--- src/rtl/game_pkg.sv ---
// Shared types and default timing constants for the snake game controller.
package game_pkg;

  typedef enum logic [1:0] {
    IDLE  = 2'd0,
    PLAY  = 2'd1,
    PAUSE = 2'd2,
    OVER  = 2'd3
  } state_t;

  localparam int TICK_DIV_D  = 25;
  localparam int MAX_SCORE_D = 50;
  localparam int OVER_HOLD_D = 200;
  localparam int BLINK_DIV_D = 25;

endpackage

--- src/rtl/event_timer.sv ---
// Up-counter with a terminal flag; wraps at TERM-1 or saturates at TERM.
module event_timer #(
  parameter int W    = 8,
  parameter int TERM = 10
) (
  input  logic clk,
  input  logic rst_n,
  input  logic en,
  input  logic clr,
  input  logic wrap,
  output logic done
);

  localparam logic [W-1:0] LAST = W'(TERM - 1);
  localparam logic [W-1:0] TOP  = W'(TERM);

  logic [W-1:0] cnt;

  // Wrap mode flags the enabled cycle that rolls over; saturate mode is a level.
  always_comb begin
    if (wrap) done = en && (cnt == LAST);
    else      done = (cnt == TOP);
  end

  always_ff @(posedge clk or negedge rst_n) begin
    if (!rst_n) begin
      cnt <= '0;
    end else if (clr) begin
      cnt <= '0;
    end else if (en) begin
      if (wrap)             cnt <= (cnt == LAST) ? '0 : cnt + 1'b1;
      else if (cnt != TOP)  cnt <= cnt + 1'b1;
    end
  end

endmodule

--- src/rtl/game_controller.sv ---
// Snake game sequencer: game FSM, move tick, score qualification and
// display mode/blink control. All outputs are registered.
module game_controller
  import game_pkg::*;
#(
  parameter int TICK_DIV  = TICK_DIV_D,
  parameter int MAX_SCORE = MAX_SCORE_D,
  parameter int OVER_HOLD = OVER_HOLD_D,
  parameter int BLINK_DIV = BLINK_DIV_D
) (
  input  logic       clk,
  input  logic       nRst,
  input  logic       start,
  input  logic       pause,
  input  logic       goodColl,
  input  logic       badColl,
  output logic [1:0] state,
  output logic       moveTick,
  output logic       snakeReset,
  output logic       scoreInc,
  output logic       gameEnd,
  output logic [6:0] score,
  output logic       showHigh,
  output logic       blank
);

  localparam int TICK_W  = $clog2(TICK_DIV + 1);
  localparam int HOLD_W  = $clog2(OVER_HOLD + 1);
  localparam int BLINK_W = $clog2(BLINK_DIV + 1);
  localparam logic [6:0] MAX = 7'(MAX_SCORE);

  state_t     state_q, state_n;
  logic [6:0] score_q, score_n;
  logic       inc_n, end_n, srst_n;
  logic       tick_tc, hold_tc, blink_tc;
  logic       tick_en, tick_clr, hold_en, blink_en;

  function automatic logic [6:0] sat_inc(input logic [6:0] v);
    return (v >= MAX) ? MAX : v + 7'd1;
  endfunction

  // Tick only advances across PLAY->PLAY cycles, so a tick can never land
  // on the cycle that leaves PLAY and the count survives a pause intact.
  assign tick_en  = (state_q == PLAY) && (state_n == PLAY);
  assign tick_clr = (state_q == IDLE) || (state_q == OVER);
  assign hold_en  = (state_n == OVER);
  assign blink_en = (state_q == OVER);

  event_timer #(.W(TICK_W), .TERM(TICK_DIV)) u_tick (
    .clk(clk), .rst_n(nRst), .en(tick_en), .clr(tick_clr), .wrap(1'b1), .done(tick_tc)
  );

  // Hold counts the entry cycle too, so it equals cycles spent in OVER.
  event_timer #(.W(HOLD_W), .TERM(OVER_HOLD)) u_hold (
    .clk(clk), .rst_n(nRst), .en(hold_en), .clr(!hold_en), .wrap(1'b0), .done(hold_tc)
  );

  event_timer #(.W(BLINK_W), .TERM(BLINK_DIV)) u_blink (
    .clk(clk), .rst_n(nRst), .en(blink_en), .clr(!blink_en), .wrap(1'b1), .done(blink_tc)
  );

  always_comb begin
    state_n = state_q;
    score_n = score_q;
    inc_n   = 1'b0;
    end_n   = 1'b0;
    srst_n  = 1'b0;
    case (state_q)
      IDLE: begin
        if (start) begin
          state_n = PLAY;
          score_n = '0;
          srst_n  = 1'b1;
        end
      end
      PLAY: begin
        if (badColl || (score_q == MAX)) begin
          state_n = OVER;
          end_n   = 1'b1;
        end else begin
          if (pause) state_n = PAUSE;
          if (goodColl) begin
            inc_n   = 1'b1;
            score_n = sat_inc(score_q);
          end
        end
      end
      PAUSE: begin
        if (pause) state_n = PLAY;
      end
      OVER: begin
        if (start && hold_tc) begin
          state_n = PLAY;
          score_n = '0;
          srst_n  = 1'b1;
        end
      end
    endcase
  end

  always_ff @(posedge clk or negedge nRst) begin
    if (!nRst) begin
      state_q    <= IDLE;
      score_q    <= '0;
      moveTick   <= 1'b0;
      snakeReset <= 1'b0;
      scoreInc   <= 1'b0;
      gameEnd    <= 1'b0;
      showHigh   <= 1'b0;
      blank      <= 1'b0;
    end else begin
      state_q    <= state_n;
      score_q    <= score_n;
      moveTick   <= tick_tc;
      snakeReset <= srst_n;
      scoreInc   <= inc_n;
      gameEnd    <= end_n;
      showHigh   <= (state_n == OVER);
      if (state_n != OVER) blank <= 1'b0;
      else if (blink_tc)   blank <= ~blank;
    end
  end

  assign state = state_q;
  assign score = score_q;

endmodule

--- config.mk ---
export PLATFORM = sky130hd
export DESIGN_NAME = game_controller
export DESIGN_NICKNAME = d
export VERILOG_FILES = /design/src/rtl/game_pkg.sv /design/src/rtl/event_timer.sv /design/src/rtl/game_controller.sv
export SDC_FILE = /design/constraint.sdc
export NUM_CORES = 1
export LEC_CHECK = 0
export ABC_AREA = 1
export BUFFER_PORTS_ARGS = -buffer_cell sky130_fd_sc_hd__buf_4
export CAP_MARGIN = 20
export CORE_MARGIN = 3
export CORE_UTILIZATION = 55
export CTS_CLUSTER_DIAMETER = 200
export DETAILED_ROUTE_END_ITERATION = 16
export PLACE_DENSITY = 0.75
export REMOVE_ABC_BUFFERS = 1
export SKIP_CTS_REPAIR_TIMING = 1
export SYNTH_ARGS = -nofsm -noshare
export SYNTH_HDL_FRONTEND = slang
export SYNTH_HIERARCHICAL = 1
export SYNTH_SLANG_ARGS = --single-unit
--- constraint.sdc ---
create_clock -name clk -period 3 [get_ports clk]
set_input_delay 0.6 -clock clk [delete_from_list [all_inputs] [get_ports clk]]
set_output_delay 0.6 -clock clk [all_outputs]
set_load 0.03 [all_outputs]
==> impl_summary.txt <==
----------------------------------------------------
[Timing]
  Number of pins with negative max-slew slack in the final report ... 0
  Peak clock frequency supported by timing ... 0.4196 GHz
  Post-layout worst setup margin ... 616.7 ps
  Setup Skew ... between 3 and 4 ps
  Summed negative setup slack over all endpoints ... 0 ps
  Unrepaired setup endpoints after global routing ... false
  Post-route minimum period ... 2383 ps
  # setup viols final ... 0
  Final cycle utilization of the critical path ... between 70% and 80%
  Hold Vio Cnt, Final ... 0

[Synth]
  Post-synthesis cell count ... 317
  Seq/Total Area, Yosys ... 35.52%
  Commonest cells post-synth ... sky130_fd_sc_hd__nand2_1 (80), sky130_fd_sc_hd__inv_1 (49), sky130_fd_sc_hd__nand3_1 (41), sky130_fd_sc_hd__dfrtp_1 (33), sky130_fd_sc_hd__nor2_1 (21)
  Share of the synthesized area in the top cell type ... between 30% and 40%
  Count of flip-flops with a built-in enable after synthesis ... 0
  Flip-flop and latch count after synthesis ... 33
  Top post-synthesis cells by area ... sky130_fd_sc_hd__dfrtp_1 (36%), sky130_fd_sc_hd__nand2_1 (13%), sky130_fd_sc_hd__nand3_1 (8.8%)
  Avg Synthesized Cell Area ... around 7.3 µm²
  Mapped cell area ... around 0.0023 mm²
  Library cell with the largest summed area after synthesis ... sky130_fd_sc_hd__dfrtp_1
  Top flip-flop cell by instance count after synthesis ... sky130_fd_sc_hd__dfrtp_1
  Count of warnings emitted by yosys ... 6
  Async S/R FF share, synth ... 100.0%
  Most frequent cell after synthesis ... sky130_fd_sc_hd__nand2_1
  Number of distinct standard cells referenced by the synthesized netlist ... 28

[Setup path]
  Worst Reg2Reg Path Length in Cells ... 12
  Launching element type of the critical path ... flip-flop
  Worst reg2reg path endpoint ... u_hold/cnt[1]$_DFFE_PN0P_
  Crit-path max FO ... 8
  Path type of the worst setup path ... reg -> reg
  Reg-to-reg critical path startpoint ... state[1]$_DFF_PN0_
  End point of the critical path ... u_hold/cnt[1]$_DFFE_PN0P_
  Critical path arrival ... approximately 2600 ps
  Type of destination of the critical path ... flip-flop
  Setup slack of the worst register-to-register path ... slightly above 600 ps
  Start point of the critical path ... state[1]$_DFF_PN0_
  Data required time of the worst path ... roughly 3200 ps

[Finish]
  Area grow syn2layout ... 13.67%
  Proportion of layout cells with a drive suffix above 1 ... between 10% and 20%
  ANT cells ... 0
  Layout net count ... roughly 370
  Filler Cells Inserted ... approximately 340

[Routing]
  Total via count in the routed design ... 1970
  Number of vias per cell ... around 5
  Routed wire length ... 4445 µm
  DRT antenna net count ... 0
  Post-DR wirelength/cell ... about 11 µm
  Detailed router's first-iteration violation count ... around 130
  Length of the first detailed-routing pass in iterations ... 5
  Number of DRC violations after detailed routing ... 0

[Power]
  Static power due to leakage ... approximately 1.4 nW
  Worst IR Drop VDD ... about 0.53 mV
  Pwr dens ... about 750 mW/mm²

[Place]
  Worst-case setup slack after placement ... 655.1 ps
  Port Buf Inserts ... 20
  RD Place Congestion ... 0.8905
  HPWL Detailed ... ~3300 µm

[Flow run]
  Count of max-cap constraint violations ... 0

[Global route]
  Number of global-route vias before repair ... 1781
  GRT Total Usage ... 19.57%
  Layer with the highest usage after global routing ... met2
  Met1 Track Usage GR ... between 20 and 30%
  Antenna violations before repair ... 0
  Total overflow reported by the global router ... 0
  GR Util met2 ... between 30% and 40%
  First-pass GRT wire length ... 8024 µm
  Met3 capacity usage during global routing ... 4.688%
  Largest net degree at the start of global routing ... 34

[Clock tree]
  CTS max path bufs ... 2
  Number of buffers created by CTS ... 5
  CTS tree ... yes
  H-tree depth reported by CTS ... 2
  Clock Pin Slew Worst Setup and Hold Paths ... about 70 ps
  Root Buffer ... sky130_fd_sc_hd__clkbuf_8
  Clock network latency to the later pin of the worst-skew pair ... approximately 280 ps
  TritonCTS sink count ... 33

[Run status]
  Outcome ... finished, final reports clean

[Floorplanning]
  Effective utilization at floorplan ... between 50 and 60%
  Total number of placement rows ... 23
  Number of top-level pins ... 21
  Die boundary width ... about 71 µm
  Die Area ... a little over 0.005 mm²
  Floorplan die height ... just over 70 µm
  Core region area ... between 0.004 and 0.005 mm²

[Worst hold path]
  Type of the most critical hold path ... in -> async

----------------------------------------------------
[worst min-delay path by stage]
stage / startpoint / end / depth (start not counted)
after CTS: nRst / u_hold/cnt[1]$_DFFE_PN0P_ / 1
after floorplan: nRst / blank$_DFFE_PN0P_ / 0
final: nRst / u_hold/cnt[1]$_DFFE_PN0P_ / 1
after global placement: score[3]$_DFFE_PN0P_ / score[3]$_DFFE_PN0P_ / 2
after detailed placement: score[3]$_DFFE_PN0P_ / score[3]$_DFFE_PN0P_ / 2
after global routing: nRst / u_hold/cnt[1]$_DFFE_PN0P_ / 1
[final cells by class]
| class | instances | area (µm²) | share of cell area [%] |
|---|---|---|---|
| multi-input cells | 231 | 1292 | 48.91 |
| inverters | 56 | 210.2 | 7.955 |
| flip-flops and latches | 33 | 825.8 | 31.25 |
| well taps | 50 | 62.56 | 2.367 |
| clock inverters | 1 | 5.005 | 0.1894 |
| repair buffers | 20 | 150.1 | 5.682 |
| clock buffers | 7 | 96.34 | 3.646 |
[logic make-up (layout without fill, tap and decap cells)]
family	after synthesis	in the layout	share of synthesized area, %
compound gates	19	19	5.490
fa+ha+maj	16	16	8.611
other cells	2	7	0.3230
buf+inv	58	84	9.688
simple gates	183	183	38.11
xor+xnor	6	6	2.261
flops	33	33	35.52
[cells in the final DEF, fill, tap and decap left out, types with 3 or more instances in the layout]
cell type / instances
sky130_fd_sc_hd__xnor2_1: 3
sky130_fd_sc_hd__nand3_2: 3
sky130_fd_sc_hd__clkbuf_8: 7
sky130_fd_sc_hd__inv_1: 49
sky130_fd_sc_hd__nor2_1: 21
sky130_fd_sc_hd__nand4_1: 5
sky130_fd_sc_hd__nand3_1: 41
sky130_fd_sc_hd__o21ai_0: 9
sky130_fd_sc_hd__xor2_1: 3
sky130_fd_sc_hd__ha_1: 16
sky130_fd_sc_hd__nand2_2: 9
sky130_fd_sc_hd__nor3_1: 6
sky130_fd_sc_hd__nand2_1: 80
sky130_fd_sc_hd__nand2_4: 5
sky130_fd_sc_hd__inv_2: 7
sky130_fd_sc_hd__nor2_2: 10
sky130_fd_sc_hd__buf_4: 20
sky130_fd_sc_hd__o21ai_1: 4
sky130_fd_sc_hd__dfrtp_1: 33
sky130_fd_sc_hd__conb_1: 7
[metal layers]
layer  vias to the layer above  routed length [µm]  share of wire, %
met1                       895                2269                51
li1                       1039                   -                 -
met3                         4                 172               3.9
met4                         0                  43              0.97
met5                         -                   0                 0
met2                        32                1960                44
[registers in the layout, summed over array words and instances, names as in the netlist]
signal,cells
blank,1
showHigh,1
u_tick/cnt,5
state,2
moveTick,1
gameEnd,1
snakeReset,1
score,7
scoreInc,1
u_hold/cnt,8
u_blink/cnt,5
[metrics by stage]
stage	area, µm²	util (%)	std cells	total power (W)	hold WS [ps]
2_1_floorplan	2328	-	320	0.001355	304.4
3_3_place_gp	2541	63.07	390	0.001595	526.5
3_5_place_dp	2541	63.07	390	0.001606	530.4
4_1_cts	2643	65.59	398	0.001982	270.6
5_1_grt	2643	65.59	398	0.002156	279.0
6_report	2643	65.59	398	0.001973	258.6
[power by group]
part / total (W) / internal (W) / switching [W] / leakage, nW
clock network: 0.000365 / 0.000207 / 0.000157 / 0.0542
logic: 0.00103 / 0.000327 / 0.000700 / 0.931
registers: 0.000581 / 0.000509 / 0.0000727 / 0.451
total: 0.00197 / 0.00104 / 0.000929 / 1.44
[worst max-delay path, stage by stage (launching register included)]
cell	delay, ps
sky130_fd_sc_hd__dfrtp_1	450
sky130_fd_sc_hd__inv_1	170
sky130_fd_sc_hd__ha_1	390
sky130_fd_sc_hd__inv_2	100
sky130_fd_sc_hd__o21ai_2	140
sky130_fd_sc_hd__a21oi_2	80
sky130_fd_sc_hd__a21oi_4	180
sky130_fd_sc_hd__nand2_2	110
sky130_fd_sc_hd__inv_1	230
sky130_fd_sc_hd__nand2_1	160
sky130_fd_sc_hd__nand2_1	160
sky130_fd_sc_hd__nand2_1	60
sky130_fd_sc_hd__o21ai_0	60
Power figures use the tool's default switching activity.
